--- src/rtl/lsu_pkg.sv ---
// Shared types, funct3 codes and request error checks for the load/store initiator.
package lsu_pkg;

    localparam logic [2:0] F3_B  = 3'b000;
    localparam logic [2:0] F3_H  = 3'b001;
    localparam logic [2:0] F3_W  = 3'b010;
    localparam logic [2:0] F3_BU = 3'b100;
    localparam logic [2:0] F3_HU = 3'b101;

    typedef enum logic [1:0] {
        IDLE,
        ACCESS,
        WRITE,
        RESP
    } lsu_state_t;

    function automatic logic lsu_req_err(
        input logic        we,
        input logic [2:0]  funct3,
        input logic [31:0] addr,
        input logic [31:0] mem_words,
        input logic        trap_misalign
    );
        logic illegal;
        logic misaligned;
        logic out_of_range;
        if (we) begin
            illegal = !(funct3 == F3_B || funct3 == F3_H || funct3 == F3_W);
        end else begin
            illegal = !(funct3 == F3_B || funct3 == F3_H || funct3 == F3_W ||
                        funct3 == F3_BU || funct3 == F3_HU);
        end
        misaligned   = ((funct3 == F3_H || funct3 == F3_HU) && addr[0]) ||
                       (funct3 == F3_W && addr[1:0] != 2'b00);
        out_of_range = {2'b00, addr[31:2]} >= mem_words;
        return illegal | out_of_range | (trap_misalign & misaligned);
    endfunction

    // Non-trapping builds silently drop the low offset bits a wider access cannot use.
    function automatic logic [1:0] lsu_align_offset(
        input logic [2:0] funct3,
        input logic [1:0] addr_lo
    );
        case (funct3)
            F3_H, F3_HU: return {addr_lo[1], 1'b0};
            F3_W:        return 2'b00;
            default:     return addr_lo;
        endcase
    endfunction

endpackage

--- src/rtl/lsu_lane_align.sv ---
// Little-endian lane extraction/extension for loads and lane merge for sub-word stores.
module lsu_lane_align
    import lsu_pkg::*;
(
    input  logic [31:0] word,
    input  logic [1:0]  offset,
    input  logic [2:0]  funct3,
    input  logic [31:0] wdata,
    output logic [31:0] load_val,
    output logic [31:0] store_word
);

    logic [7:0]  byte_sel;
    logic [15:0] half_sel;

    always_comb begin
        byte_sel = word[{offset, 3'b000} +: 8];
        half_sel = word[{offset[1], 4'b0000} +: 16];

        load_val = '0;
        case (funct3)
            F3_B:    load_val = {{24{byte_sel[7]}}, byte_sel};
            F3_H:    load_val = {{16{half_sel[15]}}, half_sel};
            F3_W:    load_val = word;
            F3_BU:   load_val = {24'h000000, byte_sel};
            F3_HU:   load_val = {16'h0000, half_sel};
            default: load_val = '0;
        endcase

        store_word = word;
        case (funct3)
            F3_B:    store_word[{offset, 3'b000} +: 8]     = wdata[7:0];
            F3_H:    store_word[{offset[1], 4'b0000} +: 16] = wdata[15:0];
            F3_W:    store_word = wdata;
            default: store_word = word;
        endcase
    end

endmodule

--- src/rtl/lsu_mem_initiator.sv ---
// MEM-stage load/store initiator driving a word-indexed async-read memory port.
// Optional macro LSU_MISALIGN_TRAP_EN: misaligned accesses report resp_err instead of aligning.
module lsu_mem_initiator
    import lsu_pkg::*;
#(
    parameter int unsigned MEM_WORDS = 65536
) (
    input  logic        clk,
    input  logic        rst,
    input  logic        req_valid,
    output logic        req_ready,
    input  logic        req_we,
    input  logic [2:0]  req_funct3,
    input  logic [31:0] req_addr,
    input  logic [31:0] req_wdata,
    output logic        resp_valid,
    output logic [31:0] resp_rdata,
    output logic        resp_err,
    output logic [31:0] mem_a,
    output logic        mem_we,
    output logic [31:0] mem_wd,
    input  logic [31:0] mem_rd
);

`ifdef LSU_MISALIGN_TRAP_EN
    localparam logic TRAP_MISALIGN = 1'b1;
`else
    localparam logic TRAP_MISALIGN = 1'b0;
`endif

    lsu_state_t  state_q, state_d;
    logic        we_q;
    logic [2:0]  f3_q;
    logic [31:0] addr_q;
    logic [31:0] wdata_q;
    logic [31:0] result_q;
    logic [31:0] merge_q;
    logic        err_q;

    logic        access_err;
    logic [1:0]  offset;
    logic [31:0] lane_word;
    logic [31:0] load_val;
    logic [31:0] store_word;
    logic        we_raw;
    logic [31:0] wd_raw;

    assign access_err = lsu_req_err(we_q, f3_q, addr_q, 32'(MEM_WORDS), TRAP_MISALIGN);
    assign offset     = lsu_align_offset(f3_q, addr_q[1:0]);
    // Loads extract from the live read; sub-word stores merge into the word captured in ACCESS.
    assign lane_word  = (state_q == WRITE) ? merge_q : mem_rd;

    lsu_lane_align u_align (
        .word       (lane_word),
        .offset     (offset),
        .funct3     (f3_q),
        .wdata      (wdata_q),
        .load_val   (load_val),
        .store_word (store_word)
    );

    always_ff @(posedge clk) begin
        if (rst) begin
            state_q <= IDLE;
        end else begin
            state_q <= state_d;
        end
    end

    always_comb begin
        state_d    = state_q;
        req_ready  = 1'b0;
        resp_valid = 1'b0;
        mem_a      = '0;
        we_raw     = 1'b0;
        wd_raw     = '0;
        case (state_q)
            IDLE: begin
                req_ready = 1'b1;
                if (req_valid) begin
                    state_d = ACCESS;
                end
            end
            ACCESS: begin
                mem_a = {2'b00, addr_q[31:2]};
                if (access_err || !we_q) begin
                    state_d = RESP;
                end else if (f3_q == F3_W) begin
                    we_raw  = 1'b1;
                    wd_raw  = wdata_q;
                    state_d = RESP;
                end else begin
                    state_d = WRITE;
                end
            end
            WRITE: begin
                mem_a   = {2'b00, addr_q[31:2]};
                we_raw  = 1'b1;
                wd_raw  = store_word;
                state_d = RESP;
            end
            RESP: begin
                resp_valid = 1'b1;
                state_d    = IDLE;
            end
            default: state_d = IDLE;
        endcase
    end

    // Reset gates the write combinationally so a reset landing on WRITE leaves memory intact.
    assign mem_we = we_raw & ~rst;
    assign mem_wd = mem_we ? wd_raw : '0;

    always_ff @(posedge clk) begin
        if (rst) begin
            we_q     <= 1'b0;
            f3_q     <= '0;
            addr_q   <= '0;
            wdata_q  <= '0;
            result_q <= '0;
            merge_q  <= '0;
            err_q    <= 1'b0;
        end else begin
            if (state_q == IDLE && req_valid) begin
                we_q    <= req_we;
                f3_q    <= req_funct3;
                addr_q  <= req_addr;
                wdata_q <= req_wdata;
            end
            if (state_q == ACCESS) begin
                err_q    <= access_err;
                result_q <= (!access_err && !we_q) ? load_val : '0;
                if (!access_err && we_q && f3_q != F3_W) begin
                    merge_q <= mem_rd;
                end
            end
        end
    end

    assign resp_rdata = result_q;
    assign resp_err   = err_q;

endmodule

--- config.mk ---
export PLATFORM = sky130hd
export DESIGN_NAME = lsu_mem_initiator
export DESIGN_NICKNAME = d
export VERILOG_FILES = /design/src/rtl/lsu_pkg.sv /design/src/rtl/lsu_lane_align.sv /design/src/rtl/lsu_mem_initiator.sv
export SDC_FILE = /design/constraint.sdc
export NUM_CORES = 1
export LEC_CHECK = 0
export CAP_MARGIN = 0
export CORE_ASPECT_RATIO = 1.25
export CORE_MARGIN = 10
export CORE_UTILIZATION = 40
export DETAILED_ROUTE_END_ITERATION = 8
export GPL_TIMING_DRIVEN = 0
export HOLD_SLACK_MARGIN = 0.05
export PLACE_DENSITY = 0.73
export SLEW_MARGIN = 30
export SYNTH_ARGS = -nofsm -noshare
export SYNTH_HDL_FRONTEND = slang
export SYNTH_HIERARCHICAL = 1
export SYNTH_SLANG_ARGS = --single-unit
--- constraint.sdc ---
create_clock -name clk -period 5.4 [get_ports clk]
set_input_delay 1.35 -clock clk [delete_from_list [all_inputs] [get_ports clk]]
set_output_delay 1.35 -clock clk [all_outputs]
set_load 0.005 [all_outputs]
==> results.json, run 1 <==
{
  "status": "completed",
  "core_area_sq_um": 21400,
  "rows": 60,
  "synth.cell_area_sq_um": 8640,
  "grt_pass1_vias": 9277,
  "gp_congestion": 1.02,
  "cts.sinks": 135,
  "synth.most_common_cell": "nand2_1",
  "reg2reg_from": "state_q[0]",
  "finalPower_mw": 5.13,
  "clk_latency_ps": 430,
  "fillers": 2071,
  "final_nets": 1451,
  "layout-drive-gt1-share_pct": 11.7,
  "critPathSlowestCell": "clkdlybuf4s50_1",
  "synthTopCellsByCount": "183 x nand2_1, 147 x a21oi_1, 135 x dfxtp_1",
  "cp-start-kind": "flip-flop",
  "hold_buffers": 0,
  "wl_met1_mm": 12.7,
  "grt_overflow": 0,
  "area_delta_synth_final_pct": 35.5,
  "post_drt_wl_per_cell_um": 21.0,
  "synth_edf_count": 0,
  "ys_seq_area_share_pct": 31.3,
  "grt_pass1_wl_mm": 51.8,
  "hold_violations": 0,
  "end_kind": "output pin",
  "initial_utilization_pct": 40.4,
  "drv_cap": 0,
  "wl_met3_mm": 3.57,
  "fin_ws_ps": 138,
  "maxSlewViolCount": 0,
  "syn_inst": 1114,
  "relSlewSlack_pct": 50.4,
  "die_h_um": 184,
  "fin_crit_ps": 5260,
  "hold_start": "addr_q[5]",
  "synth.top_cells.by_area": "dfxtp_1 31%, a21oi_1 8.5%, nand2_1 8.0%",
  "cp_max_fo": 10,
  "rsz0062_at_grt": "no",
  "design_area_sq_um": 11700,
  "critPathRequiredTime_ps": 4050,
  "hold_slack_ps": 452,
  "top_layer": "met4",
  "cts_made_buffers": 17,
  "cts_buffer_depth": 2,
  "portBuffers": 199,
  "clock_skew_ps": 15.0,
  "final_util_pct": 54.7,
  "max_freq_mhz": 190,
  "crit_type": "reg -> out",
  "wl_met2_mm": 15.8,
  "cp_slowest_stage_delay_ps": 530,
  "crit_chain": "buf_4, a21boi_2, buf_4, buf_6, clkinvlp_4, ha_1, buf_2, clkbuf_2, nor3b_1, o22ai_1, a32oi_1, nand2_1, a21oi_1, clkdlybuf4s50_1",
  "synth_warnings": 6,
  "yosysTopAreaCell": "dfxtp_1",
  "yosys.cell_types.count": 65,
  "htreeDepth": 4,
  "fp.dieArea_sq_um": 27900,
  "tightest_slew_ps": 744,
  "synth_seq_cells": 135,
  "num_vias": 9520,
  "startpoint": "f3_q[1]",
  "cpMostUsedCell": "buf_4",
  "wl_mm": 34.2,
  "track_usage_pct": 23.8,
  "die_w_um": 151,
  "grt_max_degree": 17,
  "avgSynthCellArea_sq_um": 7.76,
  "setup_tns_ps": 0,
  "cts_tree": "done",
  "antenna_found_initial": 0,
  "drt_pre_antenna_iters": 5,
  "postPlaceCellArea_sq_um": 11000,
  "powerDensity_nw_per_um2": 438,
  "antennaDiodeCount": 0,
  "drc": 0,
  "dp.cells": 1593,
  "drtAntennaViolNets": 0,
  "final_cells": 1631,
  "peakVddDrop_v": 0.000249,
  "p_leak_nw": 4.01,
  "synthArstFlopShare_pct": 0,
  "worstPathArrival_ps": 3910,
  "setup_viol": 0,
  "dp_slack_ps": -120,
  "cts-root-buf": "clkbuf_16",
  "dp.final_hpwl_mm": 26.5,
  "drt_iter0_drc": 861,
  "num_io_pins": 203,
  "reg2reg_slack_ps": 2000,
  "hold_path_class": "reg -> reg",
  "avgViaCountPerCell": 5.84,
  "synth_top_cell_area_share_pct": 31.3,
  "post-route-period-util_pct": 97.4,
  "clkSlewWorstSetupHoldPaths_ps": 60,
  "synthFlopType": "dfxtp_1"
}
-- cell families (layout without fill, tap and decap cells) --
kind of cell	after synthesis	in the layout	share of synthesized area (%)
AND/OR/NAND/NOR	392	392	23.1
AO/OA/AOI/OAI	376	376	28.4
flip-flops	135	135	31.3
buffers and inverters	133	370	7.47
multiplexers	68	68	8.47
adder cells (fa/ha/maj)	9	9	1.30
other	1	2	0.0434
-- layer usage --
| layer | vias up | GRT usage (%) |
|---|---|---|
| li1 | 4519 | - |
| met1 | 4368 | 25.5 |
| met2 | 503 | 38.5 |
| met3 | 130 | 8.12 |
| met4 | 0 | 16.0 |
| met5 | - | 0 |
-- worst max-delay path, delay by kind of cell (launching register included) --
family                     cells  cell delay, ps
adders and majority gates      1             350
DFF                            1             370
and+or+nand+nor                2             360
AOI/OAI and AO/OA              4             790
buffers and inverters          7            1620
-- area by class of cell --
cell class | instances | area [sq um] | share of cell area, %
multi-input cells | 847 | 5330 | 45.5
flip-flops and latches | 135 | 2710 | 23.2
repair buffers | 205 | 2040 | 17.5
plain buffers | 121 | 614 | 5.25
clock buffers | 19 | 443 | 3.78
well taps | 279 | 349 | 2.98
clock inverters | 13 | 168 | 1.43
inverters | 12 | 48.8 | 0.417
-- registers in the layout, summed over array words and instances (netlist names) --
name and count:
addr_q 32, resp_err 1, we_q 1, wdata_q 32, state_q 2, resp_rdata 32
f3_q 3, merge_q 32
-- cell usage in the layout, fill, tap and decap left out, types with 4 or more instances in the layout --
cell	instances
clkdlybuf4s50_1	196
nand2_1	183
a21oi_1	142
dfxtp_1	132
clkbuf_1	63
o21ai_0	61
nand3_1	52
mux2_2	41
a22o_1	37
nand4_1	34
and2_1	31
nor2_1	28
mux2i_1	27
buf_2	25
o211ai_1	23
a22oi_1	21
buf_4	19
clkbuf_16	17
o22a_1	16
inv_1	11
a31oi_1	11
buf_6	10
o22ai_1	10
buf_1	9
ha_1	9
a221oi_1	8
nand4b_1	8
nor2b_1	8
nand2b_1	7
a211oi_1	6
a21oi_2	5
nand3b_1	5
nor3b_1	4
a21o_1	4
or4bb_1	4
nand4bb_1	4
o221ai_1	4
-- report_power, final --
group	switching, mW	internal [mW]
Clock	0.455	0.742
Combinational	1.60	1.04
Sequential	0.158	1.14
Total	2.21	2.92
-- final timing paths --
check                   end  depth (start not counted)
max               mem_wd[5]                         14
min               addr_q[5]                          2
max reg2reg  resp_rdata[29]                         10
min reg2reg       addr_q[5]                          2
-- timing repair --
action                     in CTS  in global routing
cloned                          0                  0
gates resized for setup        11                 14
pin swaps                       1                  1
buffers inserted                1                  5
setup endpoints to repair      32                 27
(Power assumes the default switching activity.)
==> run 2: changes to the inputs <==
--- a/config.mk
+++ b/config.mk
@@ -12,7 +12,7 @@
 export DETAILED_ROUTE_END_ITERATION = 8
 export GPL_TIMING_DRIVEN = 0
 export HOLD_SLACK_MARGIN = 0.05
-export PLACE_DENSITY = 0.73
+export PLACE_DENSITY = 0.76
 export SLEW_MARGIN = 30
 export SYNTH_ARGS = -nofsm -noshare
 export SYNTH_HDL_FRONTEND = slang
==> constraint.sdc (replaced) <==
create_clock -name clk -period 4.7 [get_ports clk]
set_input_delay 1.175 -clock clk [delete_from_list [all_inputs] [get_ports clk]]
set_output_delay 1.175 -clock clk [all_outputs]
set_load 0.005 [all_outputs]
==> run 2 against run 1 <==
- final cell count increased by 0.43%
- the flow now finishes with violations (negative setup slack)
- combinational power increased by 20%
- critical path type unchanged
- largest power group unchanged
- worst setup slack got worse by 160 ps
- critical endpoint is now mem_wd[22]
==> results.json, run 2 (synthesis results as in run 1) <==
{
  "fp.dieArea_sq_um": 27900,
  "fin_crit_ps": 4730,
  "cts.sinks": 135,
  "cts_buffer_depth": 2,
  "reg2reg_from": "state_q[0]",
  "hold_slack_ps": 450,
  "drv_cap": 0,
  "tightest_slew_ps": 680,
  "status": "finished with violations",
  "drtAntennaViolNets": 0,
  "hold_buffers": 0,
  "clk_latency_ps": 430,
  "hold_violations": 0,
  "postPlaceCellArea_sq_um": 11000,
  "post_drt_wl_per_cell_um": 21.7,
  "violations": "negative setup slack",
  "setup_viol": 2,
  "maxSlewViolCount": 0,
  "final_nets": 1458,
  "area_delta_synth_final_pct": 38.2,
  "portBuffers": 199,
  "worstPathArrival_ps": 3550,
  "cp-start-kind": "flip-flop",
  "fillers": 2020,
  "grt_pass1_vias": 9340,
  "layout-drive-gt1-share_pct": 14.5,
  "wl_mm": 35.6,
  "rows": 60,
  "drc": 0,
  "dp_slack_ps": -650,
  "antennaDiodeCount": 0,
  "regToRegEndpoint": "resp_rdata[12]",
  "track_usage_pct": 24.5,
  "core_area_sq_um": 21400,
  "post-route-period-util_pct": 101,
  "p_leak_nw": 4.31,
  "gp_congestion": 1.00,
  "layout_commonest_cell": "nand2_1",
  "reg2regPathDepth": 10,
  "dp.final_hpwl_mm": 27.0,
  "drt_iter0_drc": 974,
  "setup_tns_ps": -49.2,
  "endpoint": "mem_wd[22]",
  "cp_max_fo": 10,
  "grt_max_degree": 17,
  "max_freq_mhz": 212,
  "grt_pass1_wl_mm": 53.1,
  "final_cell_mix": "183 x nand2_1, 178 x clkdlybuf4s50_1, 132 x dfxtp_1",
  "rsz0062_at_grt": "yes",
  "powerDensity_nw_per_um2": 502,
  "num_vias": 9699,
  "grt_overflow": 0,
  "avgViaCountPerCell": 5.92,
  "end_kind": "output pin",
  "clock_skew_ps": 10.5,
  "reg2reg_slack_ps": 1630,
  "die_h_um": 184,
  "fin_ws_ps": -26.5,
  "cts-root-buf": "clkbuf_16",
  "cts_made_buffers": 17,
  "startpoint": "f3_q[2]",
  "hold_path_class": "reg -> reg",
  "htreeDepth": 4,
  "relSlewSlack_pct": 54.7,
  "design_area_sq_um": 11900,
  "peakVddDrop_v": 0.000304,
  "antenna_found_initial": 1,
  "initial_utilization_pct": 40.4,
  "num_io_pins": 203,
  "drt_pre_antenna_iters": 8,
  "cts_tree": "done",
  "die_w_um": 151,
  "crit_type": "reg -> out",
  "critPathRequiredTime_ps": 3520,
  "clkSlewWorstSetupHoldPaths_ps": 70
}
-- run 2: cell count changes in the layout (fill, tap and decap cells not counted), moves of 8 or more --
cell,previous run,this run
dlymetal6s2s_1,3,14
a21oi_1,142,127
clkdlybuf4s50_1,196,178
buf_4,19,27
a21oi_2,5,20
-- run 2: cell type report --
type / instances / area, sq um / area share [%]
sequential: 135 / 2710 / 22.7
timing repair buffer: 213 / 2130 / 17.8
inverter: 12 / 52.6 / 0.440
multi-input combinational: 847 / 5460 / 45.7
clock inverter: 14 / 155 / 1.30
tap: 279 / 349 / 2.92
clock buffer: 18 / 439 / 3.68
buffer: 120 / 643 / 5.39
-- run 2: worst max-delay path, cell delays in order, from the launching register on --
cell and delay, ps:
dfxtp_4 390, nor2_4 60, a21boi_2 210, buf_6 140, buf_8 150, clkinvlp_4 170
ha_2 280, clkbuf_2 190, nor4bb_2 330, nand3_1 120, a31oi_2 240, nand2_1 90
a21oi_2 200, clkdlybuf4s50_1 540
-- run 2: how the worst min path moves through the flow --
stage / from / end / slack [ps] / cells after the start
2_1_floorplan: addr_q[10] / addr_q[10] / 430 / 2
3_3_place_gp: addr_q[10] / addr_q[10] / 440 / 2
4_1_cts: addr_q[5] / addr_q[5] / 450 / 2
3_5_place_dp: addr_q[5] / addr_q[5] / 440 / 2
5_1_grt: addr_q[5] / addr_q[5] / 470 / 2
6_report: addr_q[5] / addr_q[5] / 450 / 2
-- run 2: metrics by stage --
stage | instances | power, mW | utilization (%)
floorplan | 1115 | 3.38 | -
global placement | 1593 | 4.43 | 51.3
detailed placement | 1593 | 4.45 | 51.3
CTS | 1635 | 5.90 | 55.2
global route | 1638 | 6.31 | 55.8
finish | 1638 | 6.00 | 55.8
-- run 2: power breakdown --
part,internal [mW],switching [mW],leakage [nW]
Combinational,1.25,1.91,2.92
Clock,0.769,0.580,0.292
Sequential,1.31,0.183,1.10
Total,3.32,2.67,4.31
-- run 2: per-layer routing --
layer	part of all wire, %	up-vias	global-route usage [%]
li1	-	4543	-
met1	37	4512	27.1
met2	46	505	39.6
met3	10	137	7.41
met4	6.3	2	15.9
met5	0.039	-	0
-- run 2: what timing repair did --
action | 4_1_cts | 5_1_grt
setup buffers | 11 | 3
pin swaps | 6 | 7
cloned | 0 | 0
endpoints found under the setup margin | 32 | 26
resized for setup | 57 | 35
==> run 3: changes to the inputs <==
--- a/config.mk
+++ b/config.mk
@@ -13,6 +13,7 @@
 export GPL_TIMING_DRIVEN = 0
 export HOLD_SLACK_MARGIN = 0.05
 export PLACE_DENSITY = 0.76
+export RECOVER_POWER = 25
 export SLEW_MARGIN = 30
 export SYNTH_ARGS = -nofsm -noshare
 export SYNTH_HDL_FRONTEND = slang
==> run 3 against run 2 <==
- the run still ends with negative setup slack left
- die area unchanged
- sequential share of layout area about the same
- non-clock buffer count unchanged
- fmax about the same
- worst setup slack improved by 2.1 ps
- sequential cell count unchanged
- final area about the same
- global-route usage unchanged
- critical endpoint unchanged
==> results.json, run 3 (synthesis results as in run 1) <==
{
  "layout_commonest_cell": "nand2_1",
  "reg2regPathDepth": 10,
  "drt_pre_antenna_iters": 6,
  "post-route-period-util_pct": 101,
  "seq_power_share_pct": 24.9,
  "cts.sinks": 135,
  "cp_slowest_stage_delay_ps": 540,
  "finalPower_mw": 5.99,
  "clock_power_share_pct": 22.5,
  "gp_congestion": 1.00,
  "grt_max_degree": 17,
  "crit_type": "reg -> out",
  "fin_ws_ps": -24.3,
  "drtAntennaViolNets": 0,
  "worstPathArrival_ps": 3550,
  "clkSlewWorstSetupHoldPaths_ps": 70,
  "status": "finished with violations",
  "hold_slack_ps": 450,
  "rsz0062_at_grt": "yes",
  "dp.cells": 1593,
  "powerDensity_nw_per_um2": 502,
  "violations": "negative setup slack",
  "path_buf_inv": 5,
  "grt_pass1_wl_mm": 53.1,
  "drc": 0,
  "grt_pass1_vias": 9340,
  "maxSlewViolCount": 0,
  "cts_tree": "done",
  "tightest_slew_ps": 688,
  "htreeDepth": 4,
  "drv_cap": 0,
  "cp_max_fo": 10,
  "antenna_found_initial": 2,
  "final_nets": 1458,
  "cts_made_buffers": 17,
  "cp-start-kind": "flip-flop",
  "hold_violations": 0,
  "critPathSlowestCell": "clkdlybuf4s50_1",
  "layout-drive-gt1-share_pct": 14.5,
  "num_io_pins": 203,
  "die_h_um": 184,
  "area_delta_synth_final_pct": 38.2,
  "fin_crit_ps": 4720,
  "dp.final_hpwl_mm": 27.0,
  "cts_buffer_depth": 2,
  "peakVddDrop_v": 0.000304,
  "startpoint": "f3_q[2]",
  "p_comb_share_pct": 52.6,
  "portBuffers": 199,
  "initial_utilization_pct": 40.4,
  "cts-root-buf": "clkbuf_16",
  "end_kind": "output pin",
  "switchingPower_mw": 2.67,
  "setup_viol": 2,
  "swShare_pct": 44.6,
  "p_leak_nw": 4.34,
  "postPlaceCellArea_sq_um": 11000,
  "fp.dieArea_sq_um": 27900,
  "post_drt_wl_per_cell_um": 21.7,
  "critPathRequiredTime_ps": 3520,
  "num_vias": 9694,
  "dp_slack_ps": -650,
  "drt_iter0_drc": 976,
  "reg2reg_from": "state_q[0]",
  "final_cell_mix": "183 x nand2_1, 168 x clkdlybuf4s50_1, 132 x dfxtp_1",
  "power.internal_mw": 3.32,
  "hold_path_class": "reg -> reg",
  "clk_latency_ps": 430,
  "path_delay_family": "buffers and inverters",
  "wl_mm": 35.6,
  "avgViaCountPerCell": 5.91,
  "grt_overflow": 0,
  "design_area_sq_um": 11900,
  "regToRegEndpoint": "resp_rdata[12]",
  "rows": 60,
  "clock_skew_ps": 10.4,
  "relSlewSlack_pct": 54.2,
  "track_usage_pct": 24.5,
  "endpoint": "mem_wd[22]",
  "core_area_sq_um": 21400,
  "max_freq_mhz": 212,
  "hold_buffers": 0,
  "reg2reg_slack_ps": 1620,
  "final_cells": 1639,
  "cp_num_cells": 13,
  "crit_chain": "nor2_4, a21boi_2, buf_6, buf_8, clkinvlp_4, ha_2, clkbuf_2, nor4bb_2, nand3_1, a31oi_2, nand2_1, a21oi_2, clkdlybuf4s50_1",
  "die_w_um": 151
}
==> run 3: repair_timing <==
| action | in CTS | in global routing |
|---|---|---|
| endpoints found under the setup margin | 32 | 26 |
| pin swaps | 6 | 7 |
| resized for setup | 57 | 35 |
| setup buffers | 11 | 3 |
==> run 3: how the worst min path moves through the flow <==
| stage | depth (start not counted) | slack, ps | to | start |
|---|---|---|---|---|
| 5_1_grt | 2 | 470 | addr_q[5] | addr_q[5] |
| 2_1_floorplan | 2 | 430 | addr_q[10] | addr_q[10] |
| 6_report | 2 | 450 | addr_q[5] | addr_q[5] |
| 3_3_place_gp | 2 | 440 | addr_q[10] | addr_q[10] |
| 3_5_place_dp | 2 | 440 | addr_q[5] | addr_q[5] |
| 4_1_cts | 2 | 450 | addr_q[5] | addr_q[5] |
==> run 3: power groups by stage <==
stage / Clock [mW] / Combinational (mW) / Sequential (mW)
3_5_place_dp: 0 / 2.95 / 1.51
2_1_floorplan: 0 / 1.95 / 1.43
3_3_place_gp: 0 / 2.93 / 1.50
6_report: 1.35 / 3.15 / 1.49
4_1_cts: 1.37 / 3.06 / 1.48
5_1_grt: 1.43 / 3.38 / 1.50
==> run 3: final cells by class <==
cell class | instances | area [sq um]
inverter | 12 | 52.6
fill | 2019 | 9450
tap | 279 | 349
antenna | 1 | 2.50
buffer | 120 | 643
clock inverter | 14 | 155
multi-input combinational | 847 | 5460
clock buffer | 18 | 439
timing repair buffer | 213 | 2130
sequential | 135 | 2710
==> run 3: worst reg2reg max path, delay by kind of cell (launching register included) <==
| kind | cells | cell delay [ps] |
|---|---|---|
| buffers and inverters | 4 | 1030 |
| muxes | 2 | 790 |
| AOI/OAI and AO/OA | 3 | 610 |
| DFF | 1 | 350 |
| adders and majority gates | 1 | 190 |
==> run 3: through the flow <==
stage	util, %	TNS [ps]
final	55.8	-45.0
after CTS	55.2	0
after global placement	51.3	-16010
after detailed placement	51.3	-16600
after global routing	55.8	-304
after floorplan	-	0
==> run 3: routing by layer <==
metal	share of wire [%]	global-route usage, %	vias to the layer above
li1	-	-	4546
met1	37	27.1	4515
met2	46	39.6	493
met5	0.039	0	-
met3	10	7.41	138
met4	6.3	15.9	2
